**src/rtl/tree_node_sequencer.sv**
```systemverilog
// Supervises NUM_CHILDREN children via start/done pulses, in parallel or index order, with optional per-launch timeout.
// Child pulse one cycle after accepted start, done_o one cycle after last child clears; no backpressure, all outputs registered.
module tree_node_sequencer #(
    parameter int NUM_CHILDREN = 5,
    parameter int TIMEOUT_W    = 16,
    parameter int IDX_W        = (NUM_CHILDREN > 1) ? $clog2(NUM_CHILDREN) : 1
) (
    input  logic                    clk,
    input  logic                    rst_n,
    input  logic                    start_i,
    input  logic                    mode_i,
    input  logic [TIMEOUT_W-1:0]    timeout_i,
    output logic [NUM_CHILDREN-1:0] child_start_o,
    input  logic [NUM_CHILDREN-1:0] child_done_i,
    output logic                    busy_o,
    output logic [IDX_W-1:0]        cur_idx_o,
    output logic                    done_o,
    output logic                    err_o,
    output logic [NUM_CHILDREN-1:0] err_mask_o
);

    typedef enum logic [1:0] {
        S_IDLE   = 2'd0,
        S_LAUNCH = 2'd1,
        S_WAIT   = 2'd2,
        S_FINISH = 2'd3
    } state_t;

    state_t                  r_state;
    state_t                  w_state_nxt;

    logic                    r_mode;
    logic                    w_mode_nxt;
    logic [TIMEOUT_W-1:0]    r_tmo;
    logic [TIMEOUT_W-1:0]    w_tmo_nxt;
    logic [TIMEOUT_W-1:0]    r_cnt;
    logic [TIMEOUT_W-1:0]    w_cnt_nxt;
    logic [IDX_W-1:0]        r_idx;
    logic [IDX_W-1:0]        w_idx_nxt;
    logic [NUM_CHILDREN-1:0] r_pend;
    logic [NUM_CHILDREN-1:0] w_pend_nxt;
    logic [NUM_CHILDREN-1:0] r_err;
    logic [NUM_CHILDREN-1:0] w_err_nxt;

    logic [NUM_CHILDREN-1:0] r_child_start;
    logic [NUM_CHILDREN-1:0] w_child_start_nxt;
    logic                    r_busy;
    logic                    r_done;
    logic                    r_err_any;
    logic [NUM_CHILDREN-1:0] r_err_mask;
    logic [NUM_CHILDREN-1:0] w_err_mask_nxt;

    logic [NUM_CHILDREN-1:0] w_pend_left;
    logic                    w_tmo_hit;
    logic                    w_last;

    always_ff @(posedge clk or negedge rst_n) begin
        if (!rst_n) begin
            r_state <= S_IDLE;
        end else begin
            r_state <= w_state_nxt;
        end
    end

    always_comb begin
        w_state_nxt    = r_state;
        w_mode_nxt     = r_mode;
        w_tmo_nxt      = r_tmo;
        w_cnt_nxt      = r_cnt;
        w_idx_nxt      = r_idx;
        w_pend_nxt     = r_pend;
        w_err_nxt      = r_err;
        w_err_mask_nxt = r_err_mask;

        // A done in the same cycle as the timeout clears its child before the timeout samples pending.
        w_pend_left = r_pend & ~child_done_i;
        w_tmo_hit   = (r_tmo != '0) && (r_cnt == r_tmo) && (w_pend_left != '0);
        w_last      = (int'(r_idx) == NUM_CHILDREN - 1);

        unique case (r_state)
            S_IDLE: begin
                if (start_i) begin
                    w_mode_nxt     = mode_i;
                    w_tmo_nxt      = timeout_i;
                    w_cnt_nxt      = '0;
                    w_idx_nxt      = '0;
                    w_pend_nxt     = '0;
                    w_err_nxt      = '0;
                    w_err_mask_nxt = '0;
                    w_state_nxt    = S_LAUNCH;
                end
            end
            S_LAUNCH: begin
                // r_cnt counts cycles since the launch cycle, so WAIT cycle S+k sees k.
                w_pend_nxt  = r_child_start;
                w_cnt_nxt   = TIMEOUT_W'(1);
                w_state_nxt = S_WAIT;
            end
            S_WAIT: begin
                w_cnt_nxt = (&r_cnt) ? r_cnt : r_cnt + TIMEOUT_W'(1);
                if (w_tmo_hit) begin
                    w_err_nxt  = r_err | w_pend_left;
                    w_pend_nxt = '0;
                end else begin
                    w_pend_nxt = w_pend_left;
                end
                if (w_tmo_hit || (w_pend_left == '0)) begin
                    if (!r_mode || w_last) begin
                        w_err_mask_nxt = w_err_nxt;
                        w_state_nxt    = S_FINISH;
                    end else begin
                        w_idx_nxt   = r_idx + IDX_W'(1);
                        w_cnt_nxt   = '0;
                        w_state_nxt = S_LAUNCH;
                    end
                end
            end
            S_FINISH: begin
                w_idx_nxt   = '0;
                w_state_nxt = S_IDLE;
            end
        endcase
    end

    always_comb begin
        w_child_start_nxt = '0;
        if (w_state_nxt == S_LAUNCH) begin
            if (w_mode_nxt) begin
                for (int k = 0; k < NUM_CHILDREN; k++) begin
                    w_child_start_nxt[k] = (w_idx_nxt == IDX_W'(k));
                end
            end else begin
                w_child_start_nxt = '1;
            end
        end
    end

    always_ff @(posedge clk or negedge rst_n) begin
        if (!rst_n) begin
            r_mode        <= 1'b0;
            r_tmo         <= '0;
            r_cnt         <= '0;
            r_idx         <= '0;
            r_pend        <= '0;
            r_err         <= '0;
            r_child_start <= '0;
            r_busy        <= 1'b0;
            r_done        <= 1'b0;
            r_err_any     <= 1'b0;
            r_err_mask    <= '0;
        end else begin
            r_mode        <= w_mode_nxt;
            r_tmo         <= w_tmo_nxt;
            r_cnt         <= w_cnt_nxt;
            r_idx         <= w_idx_nxt;
            r_pend        <= w_pend_nxt;
            r_err         <= w_err_nxt;
            r_child_start <= w_child_start_nxt;
            r_busy        <= (w_state_nxt != S_IDLE);
            r_done        <= (w_state_nxt == S_FINISH);
            r_err_any     <= |w_err_mask_nxt;
            r_err_mask    <= w_err_mask_nxt;
        end
    end

    assign child_start_o = r_child_start;
    assign busy_o        = r_busy;
    assign cur_idx_o     = r_idx;
    assign done_o        = r_done;
    assign err_o         = r_err_any;
    assign err_mask_o    = r_err_mask;

endmodule

```
**config.mk**
```make
export PLATFORM = sky130hd
export DESIGN_NAME = tree_node_sequencer
export DESIGN_NICKNAME = d
export VERILOG_FILES = /design/src/rtl/tree_node_sequencer.sv
export SDC_FILE = /design/constraint.sdc
export NUM_CORES = 1
export LEC_CHECK = 0
export ABC_AREA = 1
export CAP_MARGIN = 15
export CORE_ASPECT_RATIO = 2
export CORE_MARGIN = 4
export CORE_UTILIZATION = 45
export DETAILED_ROUTE_END_ITERATION = 10
export DONT_BUFFER_PORTS = 1
export PLACE_DENSITY = 0.57
export SLEW_MARGIN = 5
export SYNTH_ARGS = -nofsm -noshare
export SYNTH_HDL_FRONTEND = slang
export SYNTH_SLANG_ARGS = --single-unit
export TNS_END_PERCENT = 100
```
**constraint.sdc**
```tcl
create_clock -name clk -period 1.9 [get_ports clk]
set_input_delay 0.38 -clock clk [delete_from_list [all_inputs] [get_ports clk]]
set_output_delay 0.38 -clock clk [all_outputs]
set_load 0.02 [all_outputs]
```
Word level (Yosys, flattened, before mapping)
Index checks and enable logic that the tools add are counted.

operators by class
  $add $sub $neg = 2
  equality and inequality tests = 12
  mux-type cells = 26
  bitwise gates (word level) = 3
  reductions and logical operators = 18

operators with widths
  cell                                                             count
  16-bit 2-to-1 mux                                                4
  16-bit case mux with 3 select lines                              1
  5-bit 2-to-1 mux                                                 8
  5-bit case mux with 2 select lines                               2
  16-bit by 1-bit adder with 16-bit output, second input constant  1
  16-bit == test                                                   1
  16-bit AND reduction                                             1
  16-bit nonzero test                                              1
  5-bit case mux with 3 select lines                               1
  3-bit 2-to-1 mux                                                 3
  3-bit case mux with 3 select lines                               1
  2-bit case mux with 4 select lines                               1
  2-bit == test, second input constant                             3
  3-bit by 2-bit == test with 1-bit output, second input constant  2
  3-bit == test, second input constant                             2
  2-bit 2-to-1 mux                                                 3
  2-bit AND reduction                                              3
  5-bit AND                                                        1
  5-bit zero test                                                  1
  5-bit NOT                                                        1
  5-bit OR                                                         1
  5-bit nonzero test                                               1
  5-bit OR reduction                                               1
  2-bit by 1-bit == test with 1-bit output, second input constant  2
  other kinds (11)                                                 15

word-level totals
  flip-flop bits (word level) = 61
  input port bits = 25
  output and inout bits = 16

Depth between registers and ports, before layout
Gate-level depths: netlist of the first run.

  word-level depth = 10
  depth in mapped cells = 15
  depth with buffers taken out = 15

Worst setup path before layout of the first run
Ideal clock, no wire load.

  kind = reg2reg
  start = register r_state[0]
  end = register r_cnt[5]
  arrival time = 1.565 ns
  data required time = 1.760 ns
  slack = 0.195 ns
  stages on the path, launching flop included = 7
  buffers on the path = 1
  period minus slack after synthesis = 1.705 ns
  cells stage by stage = dfrtp_1 > inv_1 > ha_1 > inv_1 > o21ai_1 > clkbuf_1 > o32ai_1

between the ends
  word-level cells in the longest chain between the ends = 3
  elaborated cells between the ends (all ways) = 7

RTL lines
  what                                                                          line  RTL
  start: declaration                                                            29    state_t r_state;
  start signal: assignment                                                      61    r_state <= w_state_nxt;
  2-bit == test, or another cell as far along                                   80    unique case (r_state)
  3-bit nonzero test (no line) / 2-bit inequality test (equally long branches)  n/a
  2-bit AND reduction (no line)                                                 n/a
  end signal: assignment                                                        154   r_cnt <= w_cnt_nxt;
  end: declaration                                                              36    logic [TIMEOUT_W-1:0] r_cnt;

Several ways; a longest one is shown, not always the timed one.
A chain may end at the register's enable or synchronous reset.

Final worst setup path of the first run
  start = register r_tmo[0]
  end = register r_child_start[3], in the netlist child_start_o[3]

between the ends
  word-level cells in the longest chain between the ends = 9
  elaborated cells between the ends (all ways) = 13

RTL lines
  what                                                          line  RTL
  start: declaration                                            34    logic [TIMEOUT_W-1:0] r_tmo;
  start signal: assignment                                      153   r_tmo <= w_tmo_nxt;
  16-bit == test / 16-bit nonzero test (equally long branches)  77    w_tmo_hit = (r_tmo != '0) && (r_cnt == r_tmo) && (w_pend_left != '0);
  1-bit logical AND * (2 in series)                             77
  1-bit logical OR *                                            107   if (w_tmo_hit || (w_pend_left == '0)) begin
  3-bit 2-to-1 mux *                                            107
  3-bit case mux with 3 select lines *                          80
  via w_idx_nxt[1]                                              39    logic [IDX_W-1:0] w_idx_nxt;
  3-bit by 2-bit == test with 1-bit output *                    130   w_child_start_nxt[k] = (w_idx_nxt == IDX_W'(k));
  5-bit 2-to-1 mux *                                            128   if (w_mode_nxt) begin
  5-bit 2-to-1 mux *                                            127   if (w_state_nxt == S_LAUNCH) begin
  via w_child_start_nxt[3]                                      46    logic [NUM_CHILDREN-1:0] w_child_start_nxt;
  end signal: assignment                                        158   r_child_start <= w_child_start_nxt;
  end: declaration                                              45    logic [NUM_CHILDREN-1:0] r_child_start;

The timed path passes the listed nets; every way through them passes the cells marked *.

==> flow_metrics.py, run 1 <==
metrics = {
    "yosys": {
        "synth_enable_flop_cells": 0,
        "yosys.area.top_type_share_pct": 44.6,
        "synthCells": 463,
        "yosysUniqueCellTypes": 36,
        "synth_commonest_cells": "136 x sky130_fd_sc_hd__nand2_1, 61 x sky130_fd_sc_hd__dfrtp_1, 51 x sky130_fd_sc_hd__nor2_1",
        "seq_area_frac_synth_pct": 44.6,
        "synth-async-reset-ratio_pct": 100,
        "syn-mean-instance-area_sq_um": 7.39,
        "yosysMostFrequentCell": "sky130_fd_sc_hd__nand2_1",
        "syn-cell-area_sq_mm": 0.00342,
        "synth_nets": 495,
        "flip_flop_cell_with_the_highest_count_after_synthesis": "sky130_fd_sc_hd__dfrtp_1",
        "yosysWarningCount": 0,
        "synth-seq-cells": 61,
        "synth.top_cells.by_area": "sky130_fd_sc_hd__dfrtp_1 45%, sky130_fd_sc_hd__nand2_1 15%, sky130_fd_sc_hd__nor2_1 5.6%",
        "yosys.area.top_type": "sky130_fd_sc_hd__dfrtp_1",
    },
    "critical_path": {
        "cp.required_ns": 2.16,
        "worstSetupEndpoint": "child_start_o[3]",
        "worstReg2RegStart": "r_tmo[0]",
        "reg2regPathDepth": 15,
        "worstSetupPathType": "register to register",
        "data_arrival_time_of_the_critical_path_ns": 2.23,
        "worst-r2r-setup-slack_ns": -0.07,
        "crit_path_max_fanout": 5,
        "timing.critical_path.to_type": "register",
        "startpoint": "r_tmo[0]",
        "crit-reg2reg-capture": "child_start_o[3]",
        "start_kind": "register",
    },
    "clocking": {
        "insertion_delay_ns": 0.33,
        "cts_tree": "done",
        "cts.sinks": 61,
        "tritoncts.num_buffers": 9,
        "clk_pin_slew_worst_paths_ns": 0.05,
        "level_count_of_the_clock_h_tree": 3,
        "ctsRootBufferMaster": "sky130_fd_sc_hd__clkbuf_16",
        "clock_path_buffers": 2,
    },
    "hold_path": {
        "hold_class": "input port to register",
        "hold_depth": 2,
    },
    "layout": {
        "post-route-util_pct": 67.3,
        "final_layout_size_suffix_gt1_share_pct": 36.4,
        "n_diodes": 0,
        "area_growth_pct": 44.0,
        "final_design_area_no_fill_sq_mm": 0.00493,
        "finish.net_count": 591,
    },
    "grt": {
        "initial_antenna_violation_count": 0,
        "grt_pass1_wl_um": 16600,
        "grt_start_max_net_pins": 62,
        "global_route.usage.total_pct": 23.1,
        "number_of_global_route_vias_before_repair": 3530,
        "grt_overflow": 0,
    },
    "floorplanning": {
        "die_h_um": 131,
        "num_rows": 44,
        "die_area_sq_mm": 0.00915,
        "io_pins": 41,
        "initial_core_util_pct": 46.7,
        "core_area_sq_mm": 0.00732,
        "die_width_um": 69.7,
    },
    "flow_run": {
        "max_cap_viols": 0,
    },
    "sta": {
        "final.min_clock_period_ns": 1.97,
        "final_critical_path_share_of_the_clock_period_pct": 104,
        "report.final.hold_viol_count": 0,
        "drv_slew": 0,
        "timing_worst_slew_pin_value_ns": 0.390,
        "setup_slack_ns": -0.0705,
        "fmax_ghz": 0.507,
        "hold-worst-slack_ns": 0.158,
        "worst_case_clock_skew_ns": 0.00580,
        "rsz0062_at_grt": "yes",
        "max_slew_margin_pct": 73.9,
        "setup_viol_count_final": 8,
    },
    "run_status": {
        "violations": "setup timing",
        "outcome": "complete, but fails checks",
    },
    "routing": {
        "drt_pre_antenna_iters": 5,
        "routed-via-count": 3412,
        "drt_drc_violations_left": 0,
        "dr_iter_0_viols": 215,
        "antenna_left": 0,
        "avgViaCountPerCell": 5.21,
        "route.detailed.wl_per_inst_um": 15.9,
        "drt_wl_total_um": 10400,
    },
    "pwr": {
        "power_per_cell_area_mw_per_mm2": 1590,
        "design_power_total_uw": 7860,
        "cellLeakagePower_uw": 0.00233,
        "ir_drop_mv": 1.20,
    },
    "place": {
        "dpl-instance-area_sq_mm": 0.00402,
        "gp_congestion": 0.955,
        "portBuffers": 0,
        "dp_hpwl_um": 7410,
        "preCtsSetupSlack_ns": -0.100,
    },
}
## through the flow
step | cells | TNS, ns
final | 655 | -0.257
after global routing | 655 | -3.37
after CTS | 640 | -0.0198
after detailed placement | 615 | -1.18
after global placement | 615 | -0.620
after floorplan | 463 | 0
## flip-flops by register name, summed over array words and instances (netlist names)
name	cells
r_cnt	16
r_tmo	16
busy_o	1
done_o	1
child_start_o	5
err_mask_o	5
r_pend	5
r_state	2
r_mode	1
r_err	5
err_o	1
cur_idx_o	3
## placed cells by master, fill, tap and decap left out, types with 4 or more instances in the layout
| cell type | instances |
|---|---|
| sky130_fd_sc_hd__buf_4 | 81 |
| sky130_fd_sc_hd__nand4_1 | 9 |
| sky130_fd_sc_hd__o22ai_1 | 14 |
| sky130_fd_sc_hd__o21ai_0 | 26 |
| sky130_fd_sc_hd__o21ai_1 | 5 |
| sky130_fd_sc_hd__nand3_1 | 10 |
| sky130_fd_sc_hd__inv_1 | 41 |
| sky130_fd_sc_hd__nand3_4 | 4 |
| sky130_fd_sc_hd__nor3_1 | 6 |
| sky130_fd_sc_hd__a21oi_1 | 10 |
| sky130_fd_sc_hd__nor2_2 | 12 |
| sky130_fd_sc_hd__ha_1 | 6 |
| sky130_fd_sc_hd__inv_2 | 25 |
| sky130_fd_sc_hd__xor2_1 | 8 |
| sky130_fd_sc_hd__nand2_8 | 4 |
| sky130_fd_sc_hd__nand2_1 | 120 |
| sky130_fd_sc_hd__nor2_1 | 35 |
| sky130_fd_sc_hd__dfrtp_1 | 61 |
| sky130_fd_sc_hd__buf_6 | 7 |
| sky130_fd_sc_hd__clkbuf_16 | 9 |
| sky130_fd_sc_hd__nor2_4 | 8 |
| sky130_fd_sc_hd__nand3_2 | 7 |
| sky130_fd_sc_hd__nand2_2 | 17 |
| sky130_fd_sc_hd__a21oi_2 | 7 |
## how the worst min path moves through the flow
stage                              from   endpoint  slack [ns]
after floorplan                   rst_n     busy_o        0.08
after global placement            rst_n   r_tmo[6]        0.09
after detailed placement          rst_n   r_tmo[6]        0.09
after CTS                 timeout_i[13]  r_tmo[13]        0.15
after global routing      timeout_i[13]  r_tmo[13]        0.15
final                     timeout_i[13]  r_tmo[13]        0.16
## worst max-delay path, cell delays in order (launching register included)
cell and delay [ns]:
sky130_fd_sc_hd__dfrtp_1 0.38, sky130_fd_sc_hd__buf_4 0.14, sky130_fd_sc_hd__nand2_1 0.05, sky130_fd_sc_hd__nand2_1 0.05, sky130_fd_sc_hd__nor2_1 0.09, sky130_fd_sc_hd__nand2_1 0.09
sky130_fd_sc_hd__nor2_4 0.15, sky130_fd_sc_hd__nand3_4 0.18, sky130_fd_sc_hd__buf_6 0.17, sky130_fd_sc_hd__nand3_2 0.06, sky130_fd_sc_hd__nand3_2 0.07, sky130_fd_sc_hd__nand2_2 0.09
sky130_fd_sc_hd__inv_2 0.05, sky130_fd_sc_hd__nor2_2 0.12, sky130_fd_sc_hd__nand2_1 0.08, sky130_fd_sc_hd__a21oi_2 0.14
## where the power goes
part | total (uW) | switching [uW] | internal (uW)
Clock | 1830 | 581 | 1250
Combinational | 3890 | 2350 | 1550
Sequential | 2130 | 431 | 1700
## area by class of cell
cell class / count / area (sq um)
Multi-Input combinational cell: 330 / 1960
Clock inverter: 3 / 67.6
Tap cell: 92 / 115
Clock buffer: 12 / 267
Sequential cell: 61 / 1530
Timing Repair Buffer: 91 / 744
Inverter: 66 / 248
Fill cell: 614 / 2390
## timing repair
item,in CTS,in global routing
endpoints found under the setup margin,19,39
endpoints found under the hold margin,61,0
gates resized for setup,13,86
setup buffers,8,15
hold buffers,2,0
gates cloned,0,1
pin swaps,6,36
## cells by family (layout without fill, tap and decap cells)
family	Yosys count	after routing	synth area share, %
AO/OA/AOI/OAI	72	72	11.9
XOR/XNOR	8	8	2.05
adder cells (fa/ha/maj)	7	7	2.56
buffers and inverters	72	172	8.04
flip-flops	61	61	44.6
AND/OR/NAND/NOR	243	243	30.8
## routing by layer
layer	global-route usage (%)	share of wire, %	vias up
li1	-	-	1684
met1	20.4	33	1637
met2	46.4	60	68
met3	6.42	3.7	23
met4	10.0	3.8	0
met5	0	0	-
(Power assumes the default switching activity.)
==> run 2: changes to the inputs <==
- CORE_UTILIZATION: 45 -> 63
- PLACE_DENSITY: 0.57 -> 0.76
==> run 2 against run 1 <==
  * The flow still finishes with violations (setup timing)
  * Clock power decreased by 46%
  * Final cell count decreased by 8.4%
  * Utilization increased by 17 points
  * Highest routed layer unchanged
==> flow_metrics.py, run 2 (synthesized netlist as in run 1, its figures left out) <==
metrics = {
    "sta": {
        "rsz0062_at_grt": "yes",
        "hold-worst-slack_ns": 0.142,
        "setup_slack_ns": -0.0763,
        "worst_case_clock_skew_ns": 0.0112,
        "max_slew_margin_pct": 68.7,
        "setup_viol_count_final": 12,
        "final_critical_path_share_of_the_clock_period_pct": 104,
        "fmax_ghz": 0.506,
        "final.min_clock_period_ns": 1.98,
        "timing_worst_slew_pin_value_ns": 0.466,
        "report.final.hold_viol_count": 0,
        "drv_slew": 0,
    },
    "run_status": {
        "violations": "setup timing",
        "outcome": "complete, but fails checks",
    },
    "grt": {
        "grt_pass1_wl_um": 15700,
        "initial_antenna_violation_count": 0,
        "grt_overflow": 0,
        "number_of_global_route_vias_before_repair": 3596,
        "grt_start_max_net_pins": 62,
        "global_route.usage.total_pct": 31.4,
    },
    "critical_path": {
        "worstSetupPathType": "register to register",
        "cpMaxStageDelayCell": "sky130_fd_sc_hd__dfrtp_1",
        "path_cells": "buf_6 -> nand2_1 -> nand2_1 -> nor2_1 -> nand2_1 -> nor2_4 -> nand3_4 -> buf_6 -> nand3_1 -> nand3_2 -> nand2_4 -> inv_1 -> nand3_1 -> a21oi_2",
        "cp.required_ns": 2.14,
        "crit_path_max_fanout": 6,
        "data_arrival_time_of_the_critical_path_ns": 2.21,
        "worstReg2RegStart": "r_cnt[1]",
        "timing.critical_path.to_type": "register",
        "critical-path-max-stage-delay_ns": 0.41,
        "cp_common_cell": "sky130_fd_sc_hd__nand2_1",
        "start_kind": "register",
        "startpoint": "r_cnt[1]",
    },
    "clocking": {
        "clk_pin_slew_worst_paths_ns": 0.07,
        "ctsRootBufferMaster": "sky130_fd_sc_hd__clkbuf_8",
        "tritoncts.num_buffers": 9,
        "insertion_delay_ns": 0.36,
        "cts.sinks": 61,
        "cts_tree": "done",
        "level_count_of_the_clock_h_tree": 3,
        "clock_path_buffers": 2,
    },
    "pwr": {
        "power_per_cell_area_mw_per_mm2": 1530,
        "ir_drop_mv": 1.27,
        "cellLeakagePower_uw": 0.00212,
    },
    "place": {
        "portBuffers": 0,
        "dpl-instance-area_sq_mm": 0.00386,
        "placed_cells_incl_taps": 567,
        "gp_congestion": 0.993,
        "preCtsSetupSlack_ns": -0.111,
        "dp_hpwl_um": 7230,
    },
    "floorplanning": {
        "core_area_sq_mm": 0.00518,
        "die_h_um": 112,
        "io_pins": 41,
        "die_area_sq_mm": 0.00675,
        "initial_core_util_pct": 66.0,
        "num_rows": 37,
        "die_width_um": 60.1,
    },
    "layout": {
        "layout.cells.most_common": "sky130_fd_sc_hd__nand2_1",
        "finish.net_count": 570,
        "post-route-util_pct": 84.6,
        "final_design_area_no_fill_sq_mm": 0.00439,
        "area_growth_pct": 28.2,
        "final_layout_size_suffix_gt1_share_pct": 29.5,
        "largest_registers": "r_cnt (16), r_tmo (16)",
        "n_diodes": 0,
        "fillerInstances": 343,
        "layout_common_cells": "124 x sky130_fd_sc_hd__nand2_1, 63 x sky130_fd_sc_hd__buf_4, 60 x sky130_fd_sc_hd__dfrtp_1",
        "final_cell_count_without_fillers": 600,
    },
    "routing": {
        "route.detailed.wl_per_inst_um": 17.3,
        "dr_iter_0_viols": 213,
        "routed-via-count": 3465,
        "antenna_left": 0,
        "drt_drc_violations_left": 0,
        "avgViaCountPerCell": 5.78,
        "drt_wl_total_um": 10400,
        "drt_pre_antenna_iters": 7,
    },
    "flow_run": {
        "max_cap_viols": 0,
    },
    "hold_path": {
        "timing.hold.worst.start": "timeout_i[13]",
        "hold_class": "input port to register",
    },
}
-- run 2: final timing paths --
path                                          to  slack (ns)  cells after the start
min in group asynchronous              r_tmo[15]        0.57                      2
worst max register to register  child_start_o[0]       -0.08                     14
worst max-delay path            child_start_o[0]       -0.08                     14
worst min-delay path                   r_tmo[13]        0.14                      2
worst min register to register         r_pend[3]        0.50                      2
max in group asynchronous           cur_idx_o[0]        1.06                      2
-- run 2: cell type report --
| cell class | count | area, sq um | share of cell area [%] |
|---|---|---|---|
| repair buffers | 70 | 567 | 12.9 |
| multi-input cells | 330 | 1810 | 41.3 |
| clock inverters | 2 | 10.0 | 0.228 |
| inverters | 66 | 248 | 5.65 |
| clock buffers | 13 | 149 | 3.39 |
| flip-flops and latches | 61 | 1530 | 34.8 |
| well taps | 58 | 72.6 | 1.65 |
-- run 2: timing repair --
item	4_1_cts	5_1_grt
hold endpoints to repair	61	0
setup endpoints to repair	27	41
hold buffers	2	0
buffers inserted	8	8
pin swaps	6	27
resized for setup	10	49
-- run 2: critical path, delay by kind of cell (launching register included) --
family                 cells  cell delay, ns
flip-flops                 1            0.41
AO/OA/AOI/OAI              1            0.06
AND/OR/NAND/NOR           10            1.02
buffers and inverters      3            0.37
-- run 2: per-layer routing --
metal | global-route usage (%) | part of all wire (%) | wire (um)
met1 | 29.3 | 33 | 3470
met2 | 56.4 | 55 | 5680
met3 | 6.10 | 4.4 | 458
met4 | 22.3 | 7.4 | 772
met5 | 0 | 0 | 0
-- run 2: through the flow --
step | total power (uW) | TNS [ns]
after floorplan | 4010 | 0
after CTS | 6260 | -0.235
after detailed placement | 5060 | -0.902
after global routing | 7190 | -4.43
final | 6730 | -0.418
after global placement | 4990 | -0.105
-- run 2: power breakdown --
part | switching (uW) | internal, uW
clock network | 499 | 498
logic | 2270 | 1330
registers | 425 | 1700
==> run 3: changes to the inputs <==
- CORE_UTILIZATION: 63 -> 58
- PLACE_DENSITY: 0.76 -> 0.71
- RECOVER_POWER: not set -> 50
==> run 3 against run 2 <==
  * The flow still finishes with violations (setup timing)
  * Sequential share of layout area is 3.4 points lower
  * Clock skew is 0.0017 ns lower
  * Via count is 4.5% higher
  * Setup slack worse by 0.0093 ns
  * Clock power is 80% higher
  * Wire length is 7.7% higher
  * Final area is 11% higher
  * Largest cell class unchanged
==> flow_metrics.py, run 3 (synthesized netlist as in run 1, its figures left out) <==
metrics = {
    "run_status": {
        "outcome": "complete, but fails checks",
        "violations": "setup timing",
    },
    "sta": {
        "setup_viol_count_final": 12,
        "timing.setup.tns_ns": -0.339,
        "timing_worst_slew_pin_value_ns": 0.850,
        "report.final.hold_viol_count": 0,
        "rsz0062_at_grt": "yes",
        "setup_slack_ns": -0.0856,
        "fmax_ghz": 0.504,
        "final_critical_path_share_of_the_clock_period_pct": 105,
        "drv_slew": 0,
        "max_slew_margin_pct": 43.3,
        "hold-worst-slack_ns": 0.168,
        "final.min_clock_period_ns": 1.99,
        "worst_case_clock_skew_ns": 0.00950,
    },
    "clocking": {
        "insertion_delay_ns": 0.33,
        "ctsRootBufferMaster": "sky130_fd_sc_hd__clkbuf_16",
        "cts.sinks": 61,
        "cts_tree": "done",
        "level_count_of_the_clock_h_tree": 3,
        "clk_pin_slew_worst_paths_ns": 0.05,
        "clock_path_buffers": 2,
        "tritoncts.num_buffers": 9,
    },
    "hold_path": {
        "timing.hold.worst.start": "timeout_i[13]",
        "hold_class": "input port to register",
    },
    "routing": {
        "avgViaCountPerCell": 5.79,
        "drt_drc_violations_left": 0,
        "drt_pre_antenna_iters": 5,
        "drt_wl_total_um": 11200,
        "routed-via-count": 3621,
        "antenna_left": 0,
        "dr_iter_0_viols": 240,
        "route.detailed.wl_per_inst_um": 17.9,
    },
    "pwr": {
        "cellLeakagePower_uw": 0.00230,
        "design_power_total_uw": 7680,
        "power_per_cell_area_mw_per_mm2": 1580,
        "ir_drop_mv": 1.62,
    },
    "layout": {
        "largest_registers": "r_cnt (16), r_tmo (16)",
        "layout_common_cells": "116 x sky130_fd_sc_hd__nand2_1, 80 x sky130_fd_sc_hd__buf_4, 59 x sky130_fd_sc_hd__dfrtp_1",
        "area.sequential_sq_mm": 0.00153,
        "fillerInstances": 330,
        "area_taken_by_multi_input_logic_gates_sq_mm": 0.00196,
        "final_layout_size_suffix_gt1_share_pct": 38.8,
        "area_growth_pct": 42.3,
        "layout.cells.most_common": "sky130_fd_sc_hd__nand2_1",
        "final_cell_count_without_fillers": 625,
        "n_diodes": 0,
        "finish.net_count": 591,
    },
    "floorplanning": {
        "die_width_um": 62.3,
        "core_area_sq_mm": 0.00571,
        "num_rows": 39,
        "initial_core_util_pct": 59.9,
        "io_pins": 41,
        "die_area_sq_mm": 0.00727,
        "die_h_um": 117,
    },
    "grt": {
        "grt_start_max_net_pins": 62,
        "number_of_global_route_vias_before_repair": 3676,
        "groute.layer.met3.usage_pct": 6.93,
        "grt_util_met2_pct": 53.7,
        "global_route.usage.total_pct": 28.9,
        "global_route.usage.met1_pct": 26.8,
        "initial_antenna_violation_count": 0,
        "grt_pass1_wl_um": 16300,
        "global_route.peak_usage_layer": "met2",
        "grt_overflow": 0,
    },
    "place": {
        "dp_hpwl_um": 7490,
        "portBuffers": 0,
        "placed_cells_incl_taps": 590,
        "gp_congestion": 0.957,
    },
    "critical_path": {
        "timing.critical_path.to_type": "register",
        "cp.required_ns": 2.11,
        "worst-r2r-setup-slack_ns": -0.09,
        "crit_path_max_fanout": 4,
        "worstReg2RegStart": "r_cnt[5]",
        "data_arrival_time_of_the_critical_path_ns": 2.19,
        "worstSetupPathType": "register to register",
        "startpoint": "r_cnt[5]",
        "start_kind": "register",
    },
    "flow_run": {
        "max_cap_viols": 0,
    },
}
==> run 3: worst max-delay path, stage by stage (launching register included) <==
cell and delay, ns:
sky130_fd_sc_hd__dfrtp_1 0.42, sky130_fd_sc_hd__buf_4 0.15, sky130_fd_sc_hd__nand2_1 0.12, sky130_fd_sc_hd__inv_1 0.10
sky130_fd_sc_hd__nand4_1 0.15, sky130_fd_sc_hd__nor2_1 0.08, sky130_fd_sc_hd__nand3_1 0.14, sky130_fd_sc_hd__buf_6 0.14
sky130_fd_sc_hd__nand3_4 0.08, sky130_fd_sc_hd__nor3_2 0.21, sky130_fd_sc_hd__xor2_1 0.18, sky130_fd_sc_hd__o22ai_1 0.09
==> run 3: per-stage QoR <==
| stage | instance area (sq um) | util [%] | setup WS [ns] |
|---|---|---|---|
| 3_5_place_dp | 4010 | 70.3 | -0.0598 |
| 3_3_place_gp | 4010 | 70.3 | -0.0390 |
| 5_1_grt | 4870 | 85.3 | -0.223 |
| 4_1_cts | 4410 | 77.3 | 0.00425 |
| 2_1_floorplan | 3420 | - | 0.195 |
| 6_report | 4870 | 85.3 | -0.0856 |
==> run 3: timing repair <==
action / in CTS / in global routing
hold endpoints to repair: 61 / 0
setup endpoints to repair: 21 / 36
setup buffers: 2 / 15
pin swaps: 6 / 45
hold buffers: 2 / 0
gates resized for setup: 7 / 101
==> run 3: path summary, 6_finish.rpt <==
check	cells after the start	end
max	11	r_cnt[6]
min	2	r_tmo[13]
max reg2reg	11	r_cnt[6]
min reg2reg	2	r_pend[0]
max in group asynchronous	2	cur_idx_o[2]
min in group asynchronous	2	r_tmo[7]
==> run 3: area by class of cell <==
class	instances	area share, %
clock inverter	4	1.44
clock buffer	12	5.27
multi-input combinational	330	40.3
timing repair buffer	91	14.9
sequential	61	31.4
tap	61	1.57
inverter	66	5.14
==> run 3: layer usage <==
metal / vias up / share of wire, %
met5: - / 0
met4: 0 / 6.5
met3: 64 / 5.4
met2: 162 / 56
met1: 1710 / 32
li1: 1685 / -
==> run 3: power breakdown <==
part	switching [uW]	total, uW	internal [uW]
registers	454	2160	1700
clock network	575	1790	1210
logic	2300	3730	1430
total	3330	7680	4350
